## src/rtl/spike_encoder.sv

```systemverilog
`default_nettype none
// ============================================================================
// Module   : spike_encoder
// Purpose  : Rate-coding input stage. Streams a 24x24 8-bit image out of pixel
//            BRAM (4 pixels/word, N_WORDS words) once per timestep. Each
//            pixel is compared against a per-lane LFSR random byte, and the
//            resulting 4-bit spike groups go to the presynaptic buffer. The
//            block repeats for i_num_steps timesteps, pacing on i_pre_done.
// Ports    : clk, reset        - clock, synchronous active-high reset
//            i_start           - frame start pulse (accepted in IDLE only)
//            i_num_steps[7:0]  - timesteps per frame, latched at start (0 -> 1)
//            i_pre_done        - buffer finished a timestep
//            addr_p, ce_p      - pixel BRAM read address / chip enable
//            q_p[31:0]         - pixel word, valid one cycle after ce_p
//            o_b_run           - pulse: a timestep's spikes follow
//            o_spike[3:0]      - spike bit per lane, qualified by o_valid
//            o_step[7:0]       - current timestep index
//            o_busy            - high outside IDLE
//            o_frame_done      - pulse after the last timestep completes
//            o_spike_cnt[15:0] - saturating frame spike count
//                                (present only with SPIKE_CNT_EN defined)
// Options  : `define SPIKE_CNT_EN to add the o_spike_cnt output.
// Revision : 1.0 - initial release
// ============================================================================
module spike_encoder #(
  parameter int          N_WORDS = 144,
  parameter logic [15:0] SEED0   = 16'hACE1,
  parameter logic [15:0] SEED1   = 16'h1D87,
  parameter logic [15:0] SEED2   = 16'h5A3C,
  parameter logic [15:0] SEED3   = 16'hB00F
) (
  input  logic        clk,
  input  logic        reset,
  input  logic        i_start,
  input  logic [7:0]  i_num_steps,
  input  logic        i_pre_done,
  output logic [7:0]  addr_p,
  output logic        ce_p,
  input  logic [31:0] q_p,
  output logic        o_b_run,
  output logic [3:0]  o_spike,
  output logic        o_valid,
  output logic [7:0]  o_step,
  output logic        o_busy,
  output logic        o_frame_done
`ifdef SPIKE_CNT_EN
  ,
  output logic [15:0] o_spike_cnt
`endif
);

  localparam logic [7:0]       LAST_WORD = 8'(N_WORDS - 1);
  localparam logic [15:0]      TAP_MASK  = 16'hB400;
  localparam logic [3:0][15:0] SEEDS     = {SEED3, SEED2, SEED1, SEED0};

  typedef enum logic [1:0] {
    S_IDLE  = 2'd0,
    S_FETCH = 2'd1,
    S_WAIT  = 2'd2,
    S_DONE  = 2'd3
  } state_t;

  state_t           state_q, state_d;
  logic [7:0]       word_q, word_d;
  logic [7:0]       step_q, step_d;
  logic [7:0]       nsteps_q, nsteps_d;
  logic             pend_q, pend_d;
  logic             rd_vld_q, rd_vld_d;
  logic             brun_q, brun_d;
  logic             valid_q, valid_d;
  logic [3:0]       spike_q, spike_d;
  logic [3:0][15:0] lfsr_q, lfsr_d;

  // Galois LFSR, right shift: the bit shifted out conditionally XORs the taps.
  function automatic logic [15:0] lfsr_next(input logic [15:0] s);
    lfsr_next = (s >> 1) ^ (s[0] ? TAP_MASK : 16'h0000);
  endfunction

  // --------------------------------------------------------------------------
  // Control FSM
  // --------------------------------------------------------------------------
  always_comb begin
    state_d  = state_q;
    word_d   = word_q;
    step_d   = step_q;
    nsteps_d = nsteps_q;
    pend_d   = pend_q;
    case (state_q)
      S_IDLE: begin
        if (i_start) begin
          state_d  = S_FETCH;
          word_d   = 8'd0;
          step_d   = 8'd0;
          nsteps_d = (i_num_steps == 8'd0) ? 8'd1 : i_num_steps;
          pend_d   = 1'b0;
        end
      end
      S_FETCH: begin
        // A done pulse seen while the stream is still in flight is held and
        // only acted on once the pipeline has drained.
        if (i_pre_done) begin
          pend_d = 1'b1;
        end
        if (word_q == LAST_WORD) begin
          state_d = S_WAIT;
        end else begin
          word_d = word_q + 8'd1;
        end
      end
      S_WAIT: begin
        // rd_vld_q high means the last compare is still in the pipe; leaving
        // WAIT only after it clears keeps timesteps from overlapping.
        if ((pend_q || i_pre_done) && !rd_vld_q) begin
          pend_d = 1'b0;
          if (step_q == nsteps_q - 8'd1) begin
            state_d = S_DONE;
          end else begin
            step_d  = step_q + 8'd1;
            word_d  = 8'd0;
            state_d = S_FETCH;
          end
        end else if (i_pre_done) begin
          pend_d = 1'b1;
        end
      end
      S_DONE: begin
        state_d = S_IDLE;
      end
    endcase
  end

  // --------------------------------------------------------------------------
  // Read / compare pipeline
  //   cycle f+k   : ce_p, addr_p = k
  //   cycle f+k+1 : q_p holds word k, compare against LFSRs, LFSRs advance
  //   cycle f+k+2 : registered spike beat k on o_spike / o_valid
  // --------------------------------------------------------------------------
  assign ce_p = (state_q == S_FETCH);

  always_comb begin
    rd_vld_d = ce_p;
    brun_d   = ce_p && (word_q == 8'd0);
    valid_d  = rd_vld_q;
    spike_d  = 4'b0000;
    lfsr_d   = lfsr_q;
    for (int k = 0; k < 4; k++) begin
      if (rd_vld_q) begin
        spike_d[k] = q_p[8*k +: 8] > lfsr_q[k][15:8];
        lfsr_d[k]  = lfsr_next(lfsr_q[k]);
      end
    end
  end

  always_ff @(posedge clk) begin
    if (reset) begin
      state_q  <= S_IDLE;
      word_q   <= 8'd0;
      step_q   <= 8'd0;
      nsteps_q <= 8'd1;
      pend_q   <= 1'b0;
      rd_vld_q <= 1'b0;
      brun_q   <= 1'b0;
      valid_q  <= 1'b0;
      spike_q  <= 4'b0000;
      lfsr_q   <= SEEDS;
    end else begin
      state_q  <= state_d;
      word_q   <= word_d;
      step_q   <= step_d;
      nsteps_q <= nsteps_d;
      pend_q   <= pend_d;
      rd_vld_q <= rd_vld_d;
      brun_q   <= brun_d;
      valid_q  <= valid_d;
      spike_q  <= spike_d;
      lfsr_q   <= lfsr_d;
    end
  end

  assign addr_p       = word_q;
  assign o_b_run      = brun_q;
  assign o_spike      = spike_q;
  assign o_valid      = valid_q;
  assign o_step       = step_q;
  assign o_busy       = (state_q != S_IDLE);
  assign o_frame_done = (state_q == S_DONE);

`ifdef SPIKE_CNT_EN
  // --------------------------------------------------------------------------
  // Saturating spike counter, accumulated from the registered output beats
  // --------------------------------------------------------------------------
  logic [15:0] cnt_q, cnt_d;
  logic [2:0]  pop;
  logic [16:0] cnt_sum;

  always_comb begin
    pop     = {2'b00, spike_q[0]} + {2'b00, spike_q[1]}
            + {2'b00, spike_q[2]} + {2'b00, spike_q[3]};
    cnt_sum = {1'b0, cnt_q} + {14'd0, pop};
    cnt_d   = cnt_q;
    if (state_q == S_IDLE && i_start) begin
      cnt_d = 16'd0;
    end else if (valid_q) begin
      cnt_d = cnt_sum[16] ? 16'hFFFF : cnt_sum[15:0];
    end
  end

  always_ff @(posedge clk) begin
    if (reset) begin
      cnt_q <= 16'd0;
    end else begin
      cnt_q <= cnt_d;
    end
  end

  assign o_spike_cnt = cnt_q;
`endif

endmodule
`default_nettype wire

```

## config.mk

```make
export PLATFORM = sky130hd
export DESIGN_NAME = spike_encoder
export DESIGN_NICKNAME = d
export VERILOG_FILES = /design/src/rtl/spike_encoder.sv
export SDC_FILE = /design/constraint.sdc
export NUM_CORES = 1
export LEC_CHECK = 0
export BUFFER_PORTS_ARGS = -buffer_cell sky130_fd_sc_hd__buf_2
export CAP_MARGIN = 5
export CORE_UTILIZATION = 52
export CTS_CLUSTER_DIAMETER = 100
export DETAILED_ROUTE_END_ITERATION = 10
export GPL_TIMING_DRIVEN = 0
export PLACE_DENSITY_LB_ADDON = 0.05
export SETUP_SLACK_MARGIN = 0.3
export SLEW_MARGIN = 10
export SYNTH_ARGS = -nofsm -noshare
export SYNTH_HDL_FRONTEND = slang
export SYNTH_SLANG_ARGS = --single-unit
export TNS_END_PERCENT = 20
```

## constraint.sdc

```tcl
create_clock -name clk -period 2.35 [get_ports clk]
set_input_delay 0.47 -clock clk [delete_from_list [all_inputs] [get_ports clk]]
set_output_delay 0.47 -clock clk [all_outputs]
set_load 0.05 [all_outputs]
```

Word-level counts from Yosys, hierarchy flattened
Cells that the tools add are included.
- output and inout port bits: 25
- word-level logic and storage cells: 73
- bits of input ports: 44
- register bits: 98
- equal/unequal tests: 10
- order comparisons: 4
- reduce and logical (&&, ||, !) cells: 16
- muxes and demuxes: 22
- bitwise logic cells: 5
- $add $sub $neg: 3
- operators with widths (cell ; number):
    16-bit 2-to-1 mux ; 4
    15-bit by 16-bit XOR with 16-bit output ; 4
    8-bit 2-to-1 mux ; 7
    8-bit greater-than comparator ; 4
    8-bit case mux with 3 select lines ; 1
    8-bit by 1-bit adder with 8-bit output, second input constant ; 2
    8-bit zero test ; 2
    8-bit case mux with 2 select lines ; 1
    8-bit == test ; 1
    8-bit == test, second input constant ; 1
    2-bit 2-to-1 mux ; 4
    2-bit inequality test, second input constant ; 4
    2-bit case mux with 4 select lines ; 1
    8-bit by 1-bit subtractor with 8-bit output, second input constant ; 1
    5-bit AND reduction ; 1
    2-bit == test, second input constant ; 2
    2-bit AND reduction ; 2
    4-bit AND reduction ; 1
    2-bit nonzero test ; 2
    1-bit 2-to-1 mux ; 3
    1-bit case mux with 3 select lines ; 1
    3-bit AND reduction ; 1
    3-bit nonzero test ; 1
    2-bit by 1-bit == test with 1-bit output, second input constant ; 1
    other kinds (7) ; 8

Logic depth before layout (Yosys ltp)
- depth after elaboration: 5
- depth in mapped cells: 11
- depth with buffers taken out: 9

Worst setup path before layout
No wires, ideal clock.
- path kind: flip-flop to flip-flop
- start: register nsteps_q[0]
- end: register word_q[2] (netlist: addr_p[2])
- setup time: 0.134 ns
- required time: 2.216 ns
- data arrival time: 2.201 ns
- buffers on the path: 2
- period minus slack after synthesis: 2.336 ns
- stages on the path, launching flop included: 12
- path slack: 0.014 ns
- path through: dfxtp_1 inv_1 ha_1 buf_6 o21ba_1 a221oi_1 a41oi_1 or4_4 o2bb2ai_4 buf_6 a31oi_1 a211oi_2
- word-level cells in the longest chain between the ends: 4
- RTL lines (item ; RTL line ; text):
    from (decl) ; 66 ; logic [7:0] nsteps_q, nsteps_d;
    from (signal assigned) ; 170 ; nsteps_q <= nsteps_d;
    8-bit by 1-bit subtractor with 8-bit output ; 115 ; if (step_q == nsteps_q - 8'd1) begin
    8-bit == test ; 115 ;
    2-bit inequality test (no line) ; n/a ;
    5-bit AND reduction (no line) ; n/a ;
    to (signal assigned) ; 168 ; word_q <= word_d;
    to (decl) ; 64 ; logic [7:0] word_q, word_d;
Every way passes these cells.
A chain may end at the register's enable or synchronous reset.

Worst setup path after layout
- start: register nsteps_q[1]
- end: register step_q[5] (netlist: o_step[5])
- word-level cells in the longest chain between the ends: 4
- RTL lines (item ; RTL line ; text):
    8-bit by 1-bit subtractor with 8-bit output ; 115 ;
    8-bit == test ; 115 ;
    2-bit inequality test (no line) ; n/a ;
    4-bit AND reduction (no line) ; n/a ;
    to (signal assigned) ; 169 ; step_q <= step_d;
    to (decl) ; 65 ; logic [7:0] step_q, step_d;
Every way passes these cells.

==> metrics.md <==
| Metric | Value |
|---|---|
| Status | `finished clean` |
| EDFF count, synth | `0` |
| Hold Crit Class | `input port to flip-flop` |
| Residual DRC | `0` |
| Die X | `100 um` |
| Slew headroom | `49.8%` |
| Final net count | `733` |
| Setup violators final | `0` |
| Clock slew at reported path FFs | `0.10 ns` |
| Final instance area | `0.00590 mm^2` |
| Critical path buffers and inverters | `3` |
| IO Count | `69` |
| Vias/cell | `5.29` |
| Synthesized area | `0.00503 mm^2` |
| Largest net degree at the start of global routing | `17` |
| Crit-path cells | `inv_2, ha_4, buf_6, o21ba_4, a221oi_2, a41oi_1, or4_4, o2bb2ai_4, clkbuf_16, nand4_1, mux2i_1` |
| Cts bufs inserted | `9` |
| Crit share post-route | `99.9%` |
| Wire per inst | `14.3 um` |
| Share of layout cells above drive strength 1 | `19.6%` |
| Die Ht | `100 um` |
| Clock Latency Late Sink | `0.37 ns` |
| Worst EP arrival | `2.65 ns` |
| Predominant post-synthesis flop cell | `dfxtp_1` |
| ANT cells | `0` |
| Crit-path max cell delay | `0.46 ns` |
| FF+latch count, synth | `98` |
| Most common cell after layout, fill and taps aside | `dfxtp_1` |
| Setup TNS | `0 ns` |
| Synth-to-layout area growth | `17.2%` |
| Yosys warns | `0` |
| Fin crit period | `2.35 ns` |
| Die area | `0.0101 mm^2` |
| Initial antenna violation count | `0` |
| Total gr overflow | `0` |
| Core footprint | `0.00933 mm^2` |
| CP startpoint kind | `flip-flop` |
| Max H-tree Level | `3` |
| Final Hold Vio Count | `0` |
| Drt first-iter violations | `115` |
| Starting Density | `54.0%` |
| Req. time, crit path | `2.65 ns` |
| Post-Syn Instances | `563` |
| Yosys cell types | `51` |
| Dpl hpwl | `8.45 mm` |
| Clk sinks | `98` |
| Fmax | `426 MHz` |
| Rows | `35` |
| Lkg Pwr | `2.63 nW` |
| Vias in the first global route | `4,052` |
| R2R setup slack | `0.001 ns` |
| First-pass DRT Iterations | `4` |
| Slowest CP cell | `or4_4` |
| Routed Antenna Nets | `0` |
| Top cell family by delay on the critical path | `compound AO/OA/AOI/OAI gates` |
| Skew final | `0.0151 ns` |
| Crit Path Max Fanout | `7` |
| Worst IR drop on VDD | `0.000382 V` |
| Most frequent cells in the layout | `dfxtp_1 (95), buf_2 (68), nand2_1 (58)` |
| Kind of critical path | `flip-flop to flip-flop` |
| First-pass GRT wire length | `18.6 mm` |
| Slew Limit Fails | `0` |
| Util after Layout | `63.2%` |
| Mapped Nets | `647` |
| Setup crit end kind | `flip-flop` |
| Pwr Density | `899 mW/mm^2` |
| Maximum root-to-sink buffer count | `2` |
| CTS root buf | `clkbuf_8` |
| Hold WS | `0.343 ns` |
| Routed wire length | `11.2 mm` |
| Tightest Pin Transition | `0.745 ns` |
| Fraction of registers with async set/reset | `0%` |
| Mean area per synthesized cell | `8.94 um^2` |
| Register area share after synthesis | `39.0%` |
| Max cap viols | `0` |
| Port Buffers | `68` |
| GRT Overall Usage | `23.4%` |
| CTS tree | `built` |
| Dpl cell area | `0.00559 mm^2` |
| RSZ-0062 raised after global routing | `true` |
| Routability Congestion | `0.841` |
| Vias | `4,140` |
[synth_stat cells, types with 5 or more instances]
cell type  number  area (um^2)
and3_1         11         68.8
o21ai_0        12         60.1
xnor2_1        10         87.6
mux2i_1        47          470
nand3_1        10         50.1
xor2_1         12          105
inv_1          43          161
buf_1          11         41.3
nor2b_1         6         37.5
nand4_1        16          100
nand2_1        58          218
o211ai_1       15          113
a21o_1         11         82.6
a21oi_1        29          145
o211a_1         5         50.1
a211oi_1        6         45.0
nor2_1         48          180
clkbuf_1       18         67.6
dfxtp_1        98         1960
nand2b_1        5         31.3
ha_1           40          500
nor3_1          5         25.0
[sequential cells by signal, indices dropped and copies added, names as in the netlist]
register  count
nsteps_q      8
o_valid       1
o_b_run       1
state_q       2
lfsr_q       64
rd_vld_q      1
pend_q        1
o_spike       4
addr_p        8
o_step        8
[what timing repair did]
| action | in CTS | in global routing |
|---|---|---|
| endpoints found under the setup margin | 17 | 54 |
| gates resized for setup | 3 | 10 |
| pin swaps | 7 | 4 |
| setup buffers | 3 | 3 |
| gates cloned | 0 | 1 |
| hold buffers | 0 | 0 |
[logic make-up (layout without fill, tap and decap cells)]
logic type	after synthesis	in the layout	share of synthesized area [%]
buffers and inverters	76	167	6.27
AO/OA/AOI/OAI	106	106	15.1
AND/OR/NAND/NOR	174	174	16.6
flip-flops	98	98	39.0
XOR/XNOR	22	22	3.83
multiplexers	47	47	9.35
adder cells (fa/ha/maj)	40	40	9.95
[power by group]
| part | total [W] | internal (W) | switching, W |
|---|---|---|---|
| Sequential | 0.00203 | 0.00188 | 0.000156 |
| Clock | 0.00113 | 0.000524 | 0.000607 |
| Combinational | 0.00213 | 0.000876 | 0.00126 |
[final cells by class]
class,instances,area [um^2]
repair buffers,75,410
inverters,43,165
fillers,829,3430
well taps,129,161
multi-input cells,389,2830
flip-flops and latches,98,1970
clock buffers,10,138
plain buffers,33,164
clock inverters,6,65.1
[path summary, 6_finish.rpt]
| path | from | to | cells after the start |
|---|---|---|---|
| setup / recovery | nsteps_q[1] | o_step[5] | 11 |
| hold / removal | i_num_steps[4] | nsteps_q[4] | 3 |
| setup reg to reg | nsteps_q[1] | o_step[5] | 11 |
| hold reg to reg | lfsr_q[7] | lfsr_q[7] | 2 |
[routing by layer]
metal | global-route usage [%] | up-vias | routed length [um]
met5 | 0 | - | 0
met4 | 9.03 | 0 | 171
met3 | 2.99 | 14 | 292
met2 | 40.9 | 76 | 5480
met1 | 29.4 | 1925 | 5270
li1 | - | 2125 | -
[worst reg2reg max path, stage by stage (launching register included)]
cell and delay [ns]:
dfxtp_4 0.37, inv_2 0.04, ha_4 0.14, buf_6 0.12, o21ba_4 0.18, a221oi_2 0.25
a41oi_1 0.06, or4_4 0.46, o2bb2ai_4 0.20, clkbuf_16 0.19, nand4_1 0.10, mux2i_1 0.18
[per-stage QoR]
| step | total power, W | setup slack [ns] | instances |
|---|---|---|---|
| CTS | 0.00523 | -0.0156 | 779 |
| detailed placement | 0.00407 | -0.0731 | 760 |
| global placement | 0.00401 | -0.0434 | 760 |
| floorplan | 0.00360 | 0.108 | 563 |
| finish | 0.00530 | 0.00143 | 783 |
| global route | 0.00563 | -0.0775 | 783 |
Note: power is estimated with default switching activity, not from simulation.
